$ cat src/rtl/mem_port_arbiter_if.sv
// Bundle of the three requester ports, the retire flush and the memory port
// shared by mem_port_arbiter. The slave view is the arbiter; the master view
// is whatever drives the requests and models the memory.
`timescale 1ns/1ps
interface mem_port_arbiter_if;
  // instruction fetch (read)
  logic        fetch_req_i;
  logic [31:0] fetch_addr_i;
  logic        fetch_gnt_o;
  logic        fetch_rvalid_o;
  logic [31:0] fetch_rdata_o;
  // execute-stage load (read)
  logic        load_req_i;
  logic [31:0] load_addr_i;
  logic        load_gnt_o;
  logic        load_rvalid_o;
  logic [31:0] load_rdata_o;
  // retire-stage store (byte-enabled write)
  logic [3:0]  store_we_i;
  logic [31:0] store_addr_i;
  logic [31:0] store_data_i;
  logic        store_gnt_o;
  // pipeline redirect from retire
  logic        flush_i;
  // single-port memory
  logic        mem_en_o;
  logic [3:0]  mem_we_o;
  logic [31:0] mem_addr_o;
  logic [31:0] mem_wdata_o;
  logic [31:0] mem_rdata_i;

  modport slave (
    input  fetch_req_i, fetch_addr_i,
    output fetch_gnt_o, fetch_rvalid_o, fetch_rdata_o,
    input  load_req_i, load_addr_i,
    output load_gnt_o, load_rvalid_o, load_rdata_o,
    input  store_we_i, store_addr_i, store_data_i,
    output store_gnt_o,
    input  flush_i,
    output mem_en_o, mem_we_o, mem_addr_o, mem_wdata_o,
    input  mem_rdata_i
  );

  modport master (
    output fetch_req_i, fetch_addr_i,
    input  fetch_gnt_o, fetch_rvalid_o, fetch_rdata_o,
    output load_req_i, load_addr_i,
    input  load_gnt_o, load_rvalid_o, load_rdata_o,
    output store_we_i, store_addr_i, store_data_i,
    input  store_gnt_o,
    output flush_i,
    input  mem_en_o, mem_we_o, mem_addr_o, mem_wdata_o,
    output mem_rdata_i
  );
endinterface

$ cat src/rtl/mem_port_arbiter.sv
// Single-port memory arbiter for fetch, load and store requesters.
// Fixed priority store > load > fetch, with a starvation override that lets
// fetch win once it has been denied STARVE_LIMIT consecutive cycles. Reads
// occupy the port for READ_LATENCY cycles; the response is steered to the
// requester that issued it, and fetch responses are dropped on a redirect.
`timescale 1ns/1ps
module mem_port_arbiter #(
  parameter int READ_LATENCY = 1,   // 1..7
  parameter int STARVE_LIMIT = 4    // 1..15
) (
  input  logic              clk,
  input  logic              reset,
  mem_port_arbiter_if.slave bus
);

  localparam logic [0:0] IDLE      = 1'b0;
  localparam logic [0:0] READ_WAIT = 1'b1;

  localparam logic OWNER_LOAD  = 1'b0;
  localparam logic OWNER_FETCH = 1'b1;

  localparam logic [2:0] LAT_INIT   = 3'(READ_LATENCY);
  localparam logic [3:0] STARVE_MAX = 4'(STARVE_LIMIT);

  // Registered state and its next-state values
  logic [0:0] state_reg,      state_next;
  logic [2:0] lat_cnt_reg,    lat_cnt_next;
  logic [3:0] starve_cnt_reg, starve_cnt_next;
  logic       owner_reg,      owner_next;
  logic       cancel_reg,     cancel_next;

  // Combinational arbitration results
  logic store_req;
  logic in_idle;
  logic fetch_starved;
  logic store_gnt;
  logic load_gnt;
  logic fetch_gnt;
  logic read_gnt;

  // Response path
  logic data_cycle;
  logic load_rvalid;
  logic fetch_rvalid;

  // Memory port drive
  logic [31:0] wdata_mux;
  logic [31:0] addr_mux;

  // Grant decision: one winner per IDLE cycle, all grants forced low in reset
  always_comb begin
    store_req     = |bus.store_we_i;
    in_idle       = !reset && (state_reg == IDLE);
    fetch_starved = bus.fetch_req_i && (starve_cnt_reg == STARVE_MAX);
    store_gnt     = in_idle && store_req && !fetch_starved;
    load_gnt      = in_idle && bus.load_req_i && !store_req && !fetch_starved;
    fetch_gnt     = in_idle && bus.fetch_req_i &&
                    (fetch_starved || (!store_req && !bus.load_req_i));
    read_gnt      = load_gnt || fetch_gnt;
  end

  // Address select for whichever requester owns the port this cycle
  always_comb begin
    addr_mux = 32'h0;
    if (store_gnt) begin
      addr_mux = bus.store_addr_i;
    end else if (load_gnt) begin
      addr_mux = bus.load_addr_i;
    end else if (fetch_gnt) begin
      addr_mux = bus.fetch_addr_i;
    end
  end

  // Write data lanes: the full word is presented on a store, zero otherwise;
  // the byte enables decide which lanes the memory actually commits.
  genvar gi;
  generate
    for (gi = 0; gi < 4; gi++) begin : g_wdata_lane
      assign wdata_mux[8*gi +: 8] = store_gnt ? bus.store_data_i[8*gi +: 8] : 8'h00;
    end
  endgenerate

  assign bus.store_gnt_o = store_gnt;
  assign bus.load_gnt_o  = load_gnt;
  assign bus.fetch_gnt_o = fetch_gnt;
  assign bus.mem_en_o    = store_gnt || read_gnt;
  assign bus.mem_we_o    = store_gnt ? bus.store_we_i : 4'b0000;
  assign bus.mem_addr_o  = addr_mux;
  assign bus.mem_wdata_o = wdata_mux;

  // Response steering: the last READ_WAIT cycle carries the memory data.
  // A flush landing on the data cycle itself still kills the fetch pulse.
  always_comb begin
    data_cycle   = !reset && (state_reg == READ_WAIT) && (lat_cnt_reg == 3'd1);
    load_rvalid  = data_cycle && (owner_reg == OWNER_LOAD);
    fetch_rvalid = data_cycle && (owner_reg == OWNER_FETCH) &&
                   !cancel_reg && !bus.flush_i;
  end

  assign bus.load_rvalid_o  = load_rvalid;
  assign bus.load_rdata_o   = load_rvalid  ? bus.mem_rdata_i : 32'h0;
  assign bus.fetch_rvalid_o = fetch_rvalid;
  assign bus.fetch_rdata_o  = fetch_rvalid ? bus.mem_rdata_i : 32'h0;

  // FSM next state: launch reads from IDLE, count down the memory latency
  always_comb begin
    state_next   = state_reg;
    lat_cnt_next = lat_cnt_reg;
    owner_next   = owner_reg;
    cancel_next  = cancel_reg;
    case (state_reg)
      IDLE: begin
        if (read_gnt) begin
          state_next   = READ_WAIT;
          lat_cnt_next = LAT_INIT;
          owner_next   = fetch_gnt ? OWNER_FETCH : OWNER_LOAD;
          cancel_next  = fetch_gnt && bus.flush_i;
        end
      end
      READ_WAIT: begin
        if (lat_cnt_reg == 3'd1) begin
          // memory cannot abort, so a cancelled fetch still runs to here
          state_next   = IDLE;
          lat_cnt_next = 3'd0;
          cancel_next  = 1'b0;
        end else begin
          lat_cnt_next = lat_cnt_reg - 3'd1;
          if ((owner_reg == OWNER_FETCH) && bus.flush_i) begin
            cancel_next = 1'b1;
          end
        end
      end
      default: begin
        state_next = IDLE;
      end
    endcase
  end

  // Starvation counter: counts consecutive denied fetch cycles, saturating
  always_comb begin
    starve_cnt_next = 4'd0;
    if (bus.fetch_req_i && !fetch_gnt) begin
      starve_cnt_next = (starve_cnt_reg == STARVE_MAX) ? STARVE_MAX
                                                       : starve_cnt_reg + 4'd1;
    end
  end

  // State registers with synchronous reset; reset drops any pending response
  always_ff @(posedge clk) begin
    if (reset) begin
      state_reg      <= IDLE;
      lat_cnt_reg    <= 3'd0;
      starve_cnt_reg <= 4'd0;
      owner_reg      <= OWNER_LOAD;
      cancel_reg     <= 1'b0;
    end else begin
      state_reg      <= state_next;
      lat_cnt_reg    <= lat_cnt_next;
      starve_cnt_reg <= starve_cnt_next;
      owner_reg      <= owner_next;
      cancel_reg     <= cancel_next;
    end
  end

endmodule

$ cat src/flat_wrapper.sv
// flat-port wrapper written by rule: the top's interface ports become plain ports
module mem_port_arbiter_flat 
#(
  parameter int READ_LATENCY = 1,          
  parameter int STARVE_LIMIT = 4            
)
  (clk, reset, bus_fetch_req_i, bus_fetch_addr_i, bus_fetch_gnt_o, bus_fetch_rvalid_o, bus_fetch_rdata_o, bus_load_req_i, bus_load_addr_i, bus_load_gnt_o, bus_load_rvalid_o, bus_load_rdata_o, bus_store_we_i, bus_store_addr_i, bus_store_data_i, bus_store_gnt_o, bus_flush_i, bus_mem_en_o, bus_mem_we_o, bus_mem_addr_o, bus_mem_wdata_o, bus_mem_rdata_i);
  mem_port_arbiter_if bus_i ();
  input  logic clk;
  input  logic reset;
  input wire logic [$bits(bus_i.fetch_req_i)-1:0] bus_fetch_req_i;
  input wire logic [$bits(bus_i.fetch_addr_i)-1:0] bus_fetch_addr_i;
  output wire logic [$bits(bus_i.fetch_gnt_o)-1:0] bus_fetch_gnt_o;
  output wire logic [$bits(bus_i.fetch_rvalid_o)-1:0] bus_fetch_rvalid_o;
  output wire logic [$bits(bus_i.fetch_rdata_o)-1:0] bus_fetch_rdata_o;
  input wire logic [$bits(bus_i.load_req_i)-1:0] bus_load_req_i;
  input wire logic [$bits(bus_i.load_addr_i)-1:0] bus_load_addr_i;
  output wire logic [$bits(bus_i.load_gnt_o)-1:0] bus_load_gnt_o;
  output wire logic [$bits(bus_i.load_rvalid_o)-1:0] bus_load_rvalid_o;
  output wire logic [$bits(bus_i.load_rdata_o)-1:0] bus_load_rdata_o;
  input wire logic [$bits(bus_i.store_we_i)-1:0] bus_store_we_i;
  input wire logic [$bits(bus_i.store_addr_i)-1:0] bus_store_addr_i;
  input wire logic [$bits(bus_i.store_data_i)-1:0] bus_store_data_i;
  output wire logic [$bits(bus_i.store_gnt_o)-1:0] bus_store_gnt_o;
  input wire logic [$bits(bus_i.flush_i)-1:0] bus_flush_i;
  output wire logic [$bits(bus_i.mem_en_o)-1:0] bus_mem_en_o;
  output wire logic [$bits(bus_i.mem_we_o)-1:0] bus_mem_we_o;
  output wire logic [$bits(bus_i.mem_addr_o)-1:0] bus_mem_addr_o;
  output wire logic [$bits(bus_i.mem_wdata_o)-1:0] bus_mem_wdata_o;
  input wire logic [$bits(bus_i.mem_rdata_i)-1:0] bus_mem_rdata_i;
  assign bus_i.fetch_req_i = bus_fetch_req_i;
  assign bus_i.fetch_addr_i = bus_fetch_addr_i;
  assign bus_fetch_gnt_o = bus_i.fetch_gnt_o;
  assign bus_fetch_rvalid_o = bus_i.fetch_rvalid_o;
  assign bus_fetch_rdata_o = bus_i.fetch_rdata_o;
  assign bus_i.load_req_i = bus_load_req_i;
  assign bus_i.load_addr_i = bus_load_addr_i;
  assign bus_load_gnt_o = bus_i.load_gnt_o;
  assign bus_load_rvalid_o = bus_i.load_rvalid_o;
  assign bus_load_rdata_o = bus_i.load_rdata_o;
  assign bus_i.store_we_i = bus_store_we_i;
  assign bus_i.store_addr_i = bus_store_addr_i;
  assign bus_i.store_data_i = bus_store_data_i;
  assign bus_store_gnt_o = bus_i.store_gnt_o;
  assign bus_i.flush_i = bus_flush_i;
  assign bus_mem_en_o = bus_i.mem_en_o;
  assign bus_mem_we_o = bus_i.mem_we_o;
  assign bus_mem_addr_o = bus_i.mem_addr_o;
  assign bus_mem_wdata_o = bus_i.mem_wdata_o;
  assign bus_i.mem_rdata_i = bus_mem_rdata_i;
  mem_port_arbiter #(.READ_LATENCY(READ_LATENCY), .STARVE_LIMIT(STARVE_LIMIT)) u_core (.clk(clk), .reset(reset), .bus(bus_i));
endmodule
$ cat config.mk
export PLATFORM = sky130hd
export DESIGN_NAME = mem_port_arbiter_flat
export DESIGN_NICKNAME = d
export VERILOG_FILES = /design/src/rtl/mem_port_arbiter_if.sv /design/src/rtl/mem_port_arbiter.sv /design/src/flat_wrapper.sv
export SDC_FILE = /design/constraint.sdc
export NUM_CORES = 1
export LEC_CHECK = 0
export ABC_AREA = 1
export BUFFER_PORTS_ARGS = -buffer_cell sky130_fd_sc_hd__buf_2
export CORE_AREA = 2 2 119 121
export DETAILED_ROUTE_END_ITERATION = 8
export DIE_AREA = 0 0 121 123
export PLACE_DENSITY = 0.54
export SLEW_MARGIN = 20
export SYNTH_ARGS = -nofsm -noshare
export SYNTH_HDL_FRONTEND = slang
export SYNTH_SLANG_ARGS = --single-unit
$ cat constraint.sdc
create_clock -name clk -period 1.65 [get_ports clk]
set_clock_uncertainty 0.15 [all_clocks]
set_input_delay 0.33 -clock clk [delete_from_list [all_inputs] [get_ports clk]]
set_output_delay 0.33 -clock clk [all_outputs]
set_load 0.02 [all_outputs]
==> results of run 1 <==
[cell families after synthesis]
group	Yosys count	synth area share, %
AND/OR/NAND/NOR	277	60.2
buffers and inverters	108	23.6
flip-flops	10	10.4
AO/OA/AOI/OAI	6	2.34
adder cells (fa/ha/maj)	4	2.60
XOR/XNOR	2	0.910
[cell usage after synthesis]
| cell type | n | area (µm²) |
|---|---|---|
| nor2_2 | 1 | 6.26 |
| buf_6 | 3 | 33.8 |
| o31ai_1 | 1 | 7.51 |
| nand3_1 | 38 | 190 |
| nand2_2 | 2 | 12.5 |
| xor2_1 | 2 | 17.5 |
| buf_4 | 3 | 22.5 |
| a21oi_1 | 2 | 10.0 |
| nand4_2 | 1 | 12.5 |
| nand3_2 | 1 | 10.0 |
| nor2_1 | 109 | 409 |
| dfxtp_1 | 10 | 200 |
| a31oi_1 | 1 | 6.26 |
| or2_2 | 2 | 12.5 |
| nor3b_2 | 1 | 12.5 |
| nor2_4 | 3 | 33.8 |
| nand4_1 | 5 | 31.3 |
| inv_1 | 86 | 323 |
| a21oi_4 | 1 | 16.3 |
| o21ai_0 | 1 | 5.00 |
| ha_1 | 4 | 50.1 |
| inv_2 | 4 | 15.0 |
| buf_2 | 12 | 60.1 |
| nand2_1 | 114 | 428 |
[per-layer routing]
metal	share of wire (%)	track usage [%]	vias up
li1	-	-	1887
met5	0	0	-
met4	0.24	1.09	0
met3	6.7	2.91	4
met1	35	13.8	1666
met2	58	25.8	149
[stage by stage]
stage	instances	utilization (%)	hold WS, ns	setup TNS (ns)
global placement	915	35.7	0.332	-31.41
floorplan	407	-	0.242	-17.60
CTS	928	41.7	0.292	-67.13
global route	939	47.2	0.302	-75.92
detailed placement	915	35.7	0.350	-32.05
finish	939	47.2	0.292	-65.02
[worst register-to-register path: stages, from the launching register on]
cell and delay, ns:
dfxtp_2 0.31, inv_2 0.06, ha_4 0.13, nand4_1 0.11
buf_4 0.17, nand2_4 0.09, buf_6 0.10, buf_6 0.10
nand2_4 0.05, inv_4 0.06, buf_6 0.10, nand2_2 0.04
nand2_1 0.06, inv_1 0.04
[what timing repair did]
action / in CTS / in global routing
endpoints found under the setup margin: 138 / 141
gates cloned: 4 / 4
resized for setup: 192 / 177
pin swaps: 3 / 8
setup buffers: 5 / 9
[path summary, 6_finish.rpt]
kind                                                from                       end  slack (ns)  depth (start not counted)
worst max-delay path            u_core.starve_cnt_reg[1]       bus_mem_wdata_o[27]       -0.53                         10
worst min-delay path                               reset     u_core.lat_cnt_reg[1]        0.29                          3
worst max register to register  u_core.starve_cnt_reg[1]     u_core.lat_cnt_reg[0]       -0.02                         13
worst min register to register  u_core.starve_cnt_reg[0]  u_core.starve_cnt_reg[0]        0.36                          2
[power groups by stage]
stage	clock (mW)	combinational (mW)	sequential, mW
2_1_floorplan	0	0.493	0.260
3_3_place_gp	0	0.855	0.259
3_5_place_dp	0	0.860	0.259
4_1_cts	0.491	1.01	0.255
5_1_grt	0.508	1.27	0.256
6_report	0.484	1.18	0.255
[cell usage in the layout, fill, tap and decap left out, types with 2 or more instances in the layout]
cell,instances
inv_2,6
nand2_4,23
inv_6,2
nor2_1,6
ha_4,2
dfxtp_1,6
nand2_1,85
nand3_2,31
nor2_2,7
buf_12,11
inv_1,78
buf_4,41
buf_2,173
clkbuf_16,7
ha_1,2
buf_6,131
xor2_1,2
a21oi_2,2
buf_16,3
nand2_2,8
dfxtp_2,4
nor2_4,100
nand3_1,5
nand3_4,3
inv_8,2
nand4_1,5
buf_8,3
[area by class of cell]
type / instances / area (µm²)
Clock buffer: 4 / 88.8
Fill cell: 1300 / 7190
Inverter: 90 / 370
Multi-Input combinational cell: 289 / 2430
Sequential cell: 10 / 205
Tap cell: 180 / 225
Timing Repair Buffer: 366 / 3100
==> results.sh, run 1 <==
export IMPL_ios=307
export IMPL_largest_reg_flops=4
export IMPL_p_total_mw=1.92
export IMPL_worstPathArrival_ns=1.70
export IMPL_swShare_pct=38.1
export IMPL_syn2layout_area_growth_pct=233
export IMPL_crit_chain="inv_2, ha_4, nand4_1, nand2_2, a21oi_4, buf_6, inv_8, clkbuf_16, nor2_4, buf_6"
export IMPL_ys_types=24
export IMPL_hold_viol=0
export IMPL_grt_pass1_vias=3452
export IMPL_switching_power_mw=0.732
export IMPL_synth_seq_cells=10
export IMPL_outcome="complete, but fails checks"
export IMPL_synth_area_per_cell_um2=4.73
export IMPL_clockBufferDepth=2
export IMPL_period_share_pct=132
export IMPL_io_buffers=306
export IMPL_fin_area_um2=6420
export IMPL_cts_tree="yes"
export IMPL_clock_sinks=10
export IMPL_wirelength_um=11600
export IMPL_internal_power_mw=1.19
export IMPL_dpl_worst_slack_ns=-0.315
export IMPL_numCtsBuffers=3
export IMPL_combPwrFrac_pct=61.6
export IMPL_powerDensity_nw_per_um2=300
export IMPL_place_area_um2=4870
export IMPL_power_frac_seq_pct=13.3
export IMPL_max_slew_margin_pct=82.1
export IMPL_n_antenna_cell=0
export IMPL_worstSetupStartpointType="flip-flop"
export IMPL_cp_slowest_cell="dfxtp_2"
export IMPL_violations="negative setup slack"
export IMPL_dp_hpwl_um=8020
export IMPL_gr_usage_all_layers_pct=12.7
export IMPL_root_buffer="clkbuf_16"
export IMPL_vias=3706
export IMPL_fin_nets=933
export IMPL_clkTransAtPathRegs_ns=0.04
export IMPL_p_clk_share_pct=25.1
export IMPL_dieWidth_um=121
export IMPL_required_ns=1.17
export IMPL_clock_latency_ns=0.23
export IMPL_maxCapViolations=0
export IMPL_fmax_ghz=0.458
export IMPL_antenna_found_initial=0
export IMPL_fp_row_count=43
export IMPL_worst_path_max_fanout=8
export IMPL_maxSlewViolCount=0
export IMPL_antenna_left=0
export IMPL_grt_max_degree=26
export IMPL_drt_iter0_drc=79
export IMPL_start_util_pct=14.1
export IMPL_place_congestion=0.754
export IMPL_period_needed_ns=2.18
export IMPL_grt_overflow_total=0
export IMPL_hold_path_class="input pin to flip-flop"
export IMPL_die_area_um2=14900
export IMPL_finalSetupViolCount=140
export IMPL_syn_nets=580
export IMPL_cp_end_kind="output pin"
export IMPL_cpMostUsedCell="buf_6"
export IMPL_drt_pass1_iterations=4
export IMPL_cpPeakStageDelay_ns=0.32
export IMPL_seq_area_frac_synth_pct=10.4
export IMPL_drive_above_1_share_pct=74.7
export IMPL_path_class="flip-flop to output pin"
export IMPL_cts_max_level=1
export IMPL_final_setup_worst_slack_ns=-0.534
export IMPL_wire_per_inst_um=12.4
export IMPL_synthCells=407
export IMPL_power_leakage_nw=3.44
export IMPL_viasPerCell=3.95
export IMPL_grt_pass1_wl_um=15600
export IMPL_cts_hold_buf=0
export IMPL_yosysWarnings=0
export IMPL_ir_drop_mv=0.260
export IMPL_coreArea_um2=13600
export IMPL_worst_slew_pin_slew_ns=0.267
export IMPL_cp_buffers_inverters=5
export IMPL_route_detailed_drc=0
export IMPL_synth_area_um2=1930
export IMPL_cpLargestDelayFamily="buffers and inverters"
export IMPL_die_h_um=123
export IMPL_rsz0062_at_grt="yes"
(Power assumes the default switching activity.)
==> run 2: changes to the inputs <==
Settings changed: PLACE_DENSITY 0.54 to 0.52, SETUP_SLACK_MARGIN set to 0.05.
Clock period 1.65 ns to 2.6 ns, I/O delays scaled along.
==> results.sh, run 2 (synthesis gave the netlist of run 1 again) <==
export IMPL_maxCapViolations=0
export IMPL_hold_path_class="flip-flop to flip-flop"
export IMPL_worstSetupStartpointType="flip-flop"
export IMPL_place_congestion=0.844
export IMPL_fin_nets=884
export IMPL_final_setup_worst_slack_ns=0.156
export IMPL_start_util_pct=14.1
export IMPL_path_class="flip-flop to output pin"
export IMPL_fin_cells=890
export IMPL_route_detailed_drc=0
export IMPL_clock_latency_ns=0.24
export IMPL_hold_path_endpoint="u_core.starve_cnt_reg[0]"
export IMPL_die_area_um2=14900
export IMPL_powerDensity_nw_per_um2=238
export IMPL_wire_per_inst_um=11.1
export IMPL_largest_reg_flops=4
export IMPL_cp_buffers_inverters=4
export IMPL_grt_max_degree=38
export IMPL_die_h_um=123
export IMPL_hold_viol=0
export IMPL_drt_pass1_iterations=4
export IMPL_reg2reg_from="u_core.starve_cnt_reg[0]"
export IMPL_reg2regPathDepth=11
export IMPL_coreArea_um2=13600
export IMPL_cp_slowest_cell="dfxtp_2"
export IMPL_rsz0062_at_grt="yes"
export IMPL_numCtsBuffers=3
export IMPL_reg2reg_slack_ns=1.00
export IMPL_drt_iter0_drc=194
export IMPL_worstSetupStartpoint="u_core.starve_cnt_reg[0]"
export IMPL_grt_overflow_total=0
export IMPL_io_buffers=306
export IMPL_cpPeakStageDelay_ns=0.34
export IMPL_root_buffer="clkbuf_16"
export IMPL_power_leakage_nw=2.69
export IMPL_holdPathStages=1
export IMPL_worst_slew_pin_slew_ns=0.299
export IMPL_final_common_cell="buf_2"
export IMPL_r2r_end="u_core.lat_cnt_reg[0]"
export IMPL_antenna_left=0
export IMPL_final_cell_mix="295 x buf_2, 113 x nand2_1, 108 x nor2_1"
export IMPL_crit_chain="inv_1, ha_1, nand4_1, nand2_1, a21oi_4, buf_6, buf_12, nand2_1, nand3_1, buf_4"
export IMPL_ir_drop_mv=0.267
export IMPL_max_slew_margin_pct=80.1
export IMPL_finalSetupViolCount=0
export IMPL_dieWidth_um=121
export IMPL_clock_sinks=10
export IMPL_worstPathArrival_ns=1.77
export IMPL_fp_row_count=43
export IMPL_cts_tree="yes"
export IMPL_fmax_ghz=0.409
export IMPL_clockBufferDepth=2
export IMPL_p_total_mw=0.929
export IMPL_clkTransAtPathRegs_ns=0.04
export IMPL_cp_end_kind="output pin"
export IMPL_antenna_found_initial=0
export IMPL_dp_hpwl_um=7610
export IMPL_period_needed_ns=2.44
export IMPL_drive_above_1_share_pct=48.0
export IMPL_period_share_pct=94.0
export IMPL_grt_pass1_wl_um=13200
export IMPL_grt_pass1_vias=2762
export IMPL_outcome="completed"
export IMPL_vias=3345
export IMPL_cpLargestDelayFamily="buffers and inverters"
export IMPL_n_antenna_cell=0
export IMPL_dpl_worst_slack_ns=0.156
export IMPL_gr_usage_all_layers_pct=10.8
export IMPL_required_ns=1.93
export IMPL_syn2layout_area_growth_pct=103
export IMPL_wirelength_um=9850
export IMPL_ios=307
export IMPL_dp_cells=881
export IMPL_maxSlewViolCount=0
export IMPL_cts_max_level=1
export IMPL_nFillCells=1559
export IMPL_hp_start="u_core.starve_cnt_reg[0]"
export IMPL_viasPerCell=3.76
export IMPL_finalSetupTns_ns=0
export IMPL_worst_path_max_fanout=9
export IMPL_cpMostUsedCell="nand2_1"
-- run 2: cell count changes in the layout (fill, tap and decap cells not counted), sizes merged --
cell	change
buf	-48
clkbuf	-1
clkinv	-1
inv	+1
-- run 2: worst register-to-register path: cells and delay by family, from the launching register on --
kind | cells | cell delay [ns]
simple gates | 6 | 0.48
fa+ha+maj | 1 | 0.20
buf+inv | 4 | 0.32
flops | 1 | 0.34
-- run 2: report_power, final --
group          internal [mW]  total (mW)  switching, mW
clock network          0.232       0.309         0.0774
registers              0.158       0.162        0.00349
logic                  0.202       0.458          0.256
-- run 2: worst max path at each step --
stage                    endpoint  slack (ns)  cells after the start
2_1_floorplan  bus_mem_wdata_o[0]        0.41                      8
3_5_place_dp   bus_mem_addr_o[30]        0.16                     10
5_1_grt        bus_mem_addr_o[24]        0.04                     10
6_report       bus_mem_addr_o[30]        0.16                     10
4_1_cts        bus_mem_addr_o[30]        0.04                      9
3_3_place_gp   bus_mem_addr_o[30]        0.14                     10
-- run 2: repair_timing --
action / in CTS / in global routing
hold buffers: 0 / 0
setup buffers: 0 / 2
resized for setup: 1 / 19
pin swaps: 0 / 2
setup endpoints to repair: 5 / 48
gates cloned: 0 / 3
-- run 2: metrics by stage --
| stage | hold WS, ns | util, % | area, µm² |
|---|---|---|---|
| 3_5_place_dp | 0.312 | 27.0 | 3670 |
| 6_report | 0.278 | 28.7 | 3910 |
| 5_1_grt | 0.297 | 28.7 | 3910 |
| 2_1_floorplan | 0.280 | - | 1930 |
| 4_1_cts | 0.322 | 27.7 | 3760 |
| 3_3_place_gp | 0.304 | 27.0 | 3670 |
-- run 2: metal layers --
| layer | share of wire (%) | routed length (µm) | track usage [%] | vias to the layer above |
|---|---|---|---|---|
| li1 | - | - | - | 1784 |
| met1 | 40 | 3960 | 12.5 | 1404 |
| met2 | 51 | 4990 | 20.3 | 148 |
| met3 | 8.1 | 801 | 1.85 | 9 |
| met4 | 0.94 | 93 | 2.83 | 0 |
| met5 | 0 | 0 | 0 | - |
-- run 2: layout make-up --
type                    count  area, µm²  share of cell area, %
clock buffers               4       88.8                   2.27
well taps                 180        225                   5.77
repair buffers            317       1760                   45.2
flip-flops and latches     10        201                   5.16
inverters                  90        345                   8.84
multi-input cells         289       1280                   32.8
==> run 3: changes to the inputs <==
Settings changed: BUFFER_PORTS_ARGS -buffer_cell sky130_fd_sc_hd__buf_2 to unset, CORE_AREA 2 2 119 121 to 2 2 120 122, DIE_AREA 0 0 121 123 to 0 0 122 124, DONT_BUFFER_PORTS set to 1, PLACE_DENSITY 0.52 to 0.32.
==> results.sh, run 3 (synthesis gave the netlist of run 1 again) <==
export IMPL_outcome="completed"
export IMPL_antenna_found_initial=0
export IMPL_dieWidth_um=122
export IMPL_finalSetupViolCount=0
export IMPL_coreArea_um2=13700
export IMPL_dp_cells=676
export IMPL_switching_power_mw=0.290
export IMPL_wire_per_inst_um=13.3
export IMPL_hp_start="reset"
export IMPL_worstSetupStartpointType="flip-flop"
export IMPL_io_buffers=0
export IMPL_seq_area_um2=201
export IMPL_cp_buffers_inverters=3
export IMPL_p_clk_share_pct=35.0
export IMPL_final_setup_worst_slack_ns=0.125
export IMPL_cp_slowest_cell="dfxtp_2"
export IMPL_cpPeakStageDelay_ns=0.34
export IMPL_grt_max_degree=38
export IMPL_drt_iter0_drc=87
export IMPL_period_share_pct=95.2
export IMPL_fin_cells=684
export IMPL_worstPathArrival_ns=1.80
export IMPL_max_slew_margin_pct=77.0
export IMPL_cpLargestDelayFamily="simple AND/OR/NAND/NOR gates"
export IMPL_root_buffer="clkbuf_16"
export IMPL_vias=2794
export IMPL_route_detailed_drc=0
export IMPL_numCtsBuffers=3
export IMPL_multi_input_area_um2=1440
export IMPL_fin_nets=679
export IMPL_reg2reg_slack_ns=1.03
export IMPL_place_congestion=0.754
export IMPL_syn2layout_area_growth_pct=67.1
export IMPL_cts_tree="yes"
export IMPL_nFillCells=1528
export IMPL_start_util_pct=14.0
export IMPL_hold_path_class="input pin to flip-flop"
export IMPL_maxSlewViolCount=0
export IMPL_r2r_end="u_core.lat_cnt_reg[0]"
export IMPL_cp_end_kind="output pin"
export IMPL_die_h_um=124
export IMPL_power_leakage_nw=2.01
export IMPL_period_needed_ns=2.47
export IMPL_grt_pass1_vias=2321
export IMPL_dp_hpwl_um=6920
export IMPL_grt_overflow_total=0
export IMPL_crit_chain="inv_1, ha_1, nand4_1, nand2_2, a21oi_4, buf_12, buf_6, nand2_1, nand3_2"
export IMPL_combPwrFrac_pct=43.7
export IMPL_worst_path_max_fanout=8
export IMPL_swShare_pct=38.0
export IMPL_viasPerCell=4.08
export IMPL_path_class="flip-flop to output pin"
export IMPL_gr_usage_all_layers_pct=8.82
export IMPL_place_area_um2=2880
export IMPL_holdPathStages=1
export IMPL_maxCapViolations=0
export IMPL_clockBufferDepth=2
export IMPL_required_ns=1.93
export IMPL_fmax_ghz=0.404
export IMPL_fin_area_um2=3220
export IMPL_ir_drop_mv=0.192
export IMPL_wirelength_um=9090
export IMPL_dpl_worst_slack_ns=0.298
export IMPL_cts_hold_buf=0
export IMPL_p_total_mw=0.763
export IMPL_internal_power_mw=0.473
export IMPL_clkTransAtPathRegs_ns=0.04
export IMPL_hold_path_endpoint="u_core.lat_cnt_reg[1]"
export IMPL_drive_above_1_share_pct=32.9
export IMPL_die_area_um2=15100
export IMPL_fp_row_count=43
export IMPL_grt_pass1_wl_um=10900
export IMPL_powerDensity_nw_per_um2=237
export IMPL_finalSetupTns_ns=0
export IMPL_clock_latency_ns=0.23
export IMPL_rsz0062_at_grt="yes"
export IMPL_drt_pass1_iterations=4
export IMPL_n_antenna_cell=0
export IMPL_hold_viol=0
export IMPL_antenna_left=0
export IMPL_ios=307
export IMPL_worst_slew_pin_slew_ns=0.345
export IMPL_power_frac_seq_pct=21.2
export IMPL_largest_reg_flops=4
export IMPL_final_common_cell="nand2_1"
export IMPL_reg2reg_from="u_core.starve_cnt_reg[0]"
export IMPL_cts_max_level=1
export IMPL_clock_sinks=10
export IMPL_reg2regPathDepth=10
export IMPL_final_cell_mix="113 x nand2_1, 108 x nor2_1, 105 x buf_4"
## run 3: cell count changes in the layout (fill, tap and decap cells not counted), sizes merged
cell	delta
buf	-204
clkbuf	-2
## run 3: worst max-delay path by stage
stage                        startpoint                  end  slack [ns]  cells past startpoint
6_report       u_core.starve_cnt_reg[0]   bus_mem_addr_o[23]        0.13                      9
5_1_grt        u_core.starve_cnt_reg[1]    bus_mem_addr_o[3]        0.02                      9
4_1_cts        u_core.starve_cnt_reg[0]   bus_mem_addr_o[16]        0.12                      9
3_5_place_dp   u_core.starve_cnt_reg[0]  bus_mem_wdata_o[10]        0.30                      8
3_3_place_gp   u_core.starve_cnt_reg[0]  bus_mem_wdata_o[10]        0.34                      8
2_1_floorplan  u_core.starve_cnt_reg[0]   bus_mem_wdata_o[0]        0.41                      8
## run 3: routing by layer
layer	track usage (%)	wire length, µm	vias up
met5	0	0	-
met3	1.74	607	6
met1	9.08	3350	1289
met2	18.2	5070	126
met4	1.87	51	0
li1	-	-	1373
## run 3: worst reg2reg max path, stage by stage (launching register included)
cell and delay, ns:
dfxtp_2 0.34, inv_1 0.05, ha_1 0.20, nand3_1 0.14, nand2_1 0.12, nand2_4 0.13, nand2_1 0.08, inv_1 0.10
nand2_1 0.06, nand2_1 0.06, inv_1 0.04
## run 3: timing repair
item                                    in CTS  in global routing
resized for setup                            1                 39
pin swaps                                    0                  1
endpoints found under the setup margin       1                 59
buffers inserted                             0                  2
cloned                                       0                  3
## run 3: cell type report
class / count / share of cell area (%)
multi-input cells: 289 / 44.8
repair buffers: 112 / 28.9
inverters: 90 / 10.7
well taps: 180 / 7.00
flip-flops and latches: 10 / 6.26
clock buffers: 3 / 2.33
## run 3: power by group through the flow
stage,Sequential (mW),Clock (mW),Combinational [mW]
CTS,0.162,0.274,0.296
detailed placement,0.164,0,0.294
floorplan,0.164,0,0.211
global route,0.162,0.281,0.361
global placement,0.164,0,0.293
finish,0.162,0.267,0.334
## run 3: metrics by stage
step	hold WS [ns]	util, %
floorplan	0.280	-
global placement	0.297	21.0
detailed placement	0.304	21.0
CTS	0.196	21.5
global route	0.195	23.5
finish	0.200	23.5
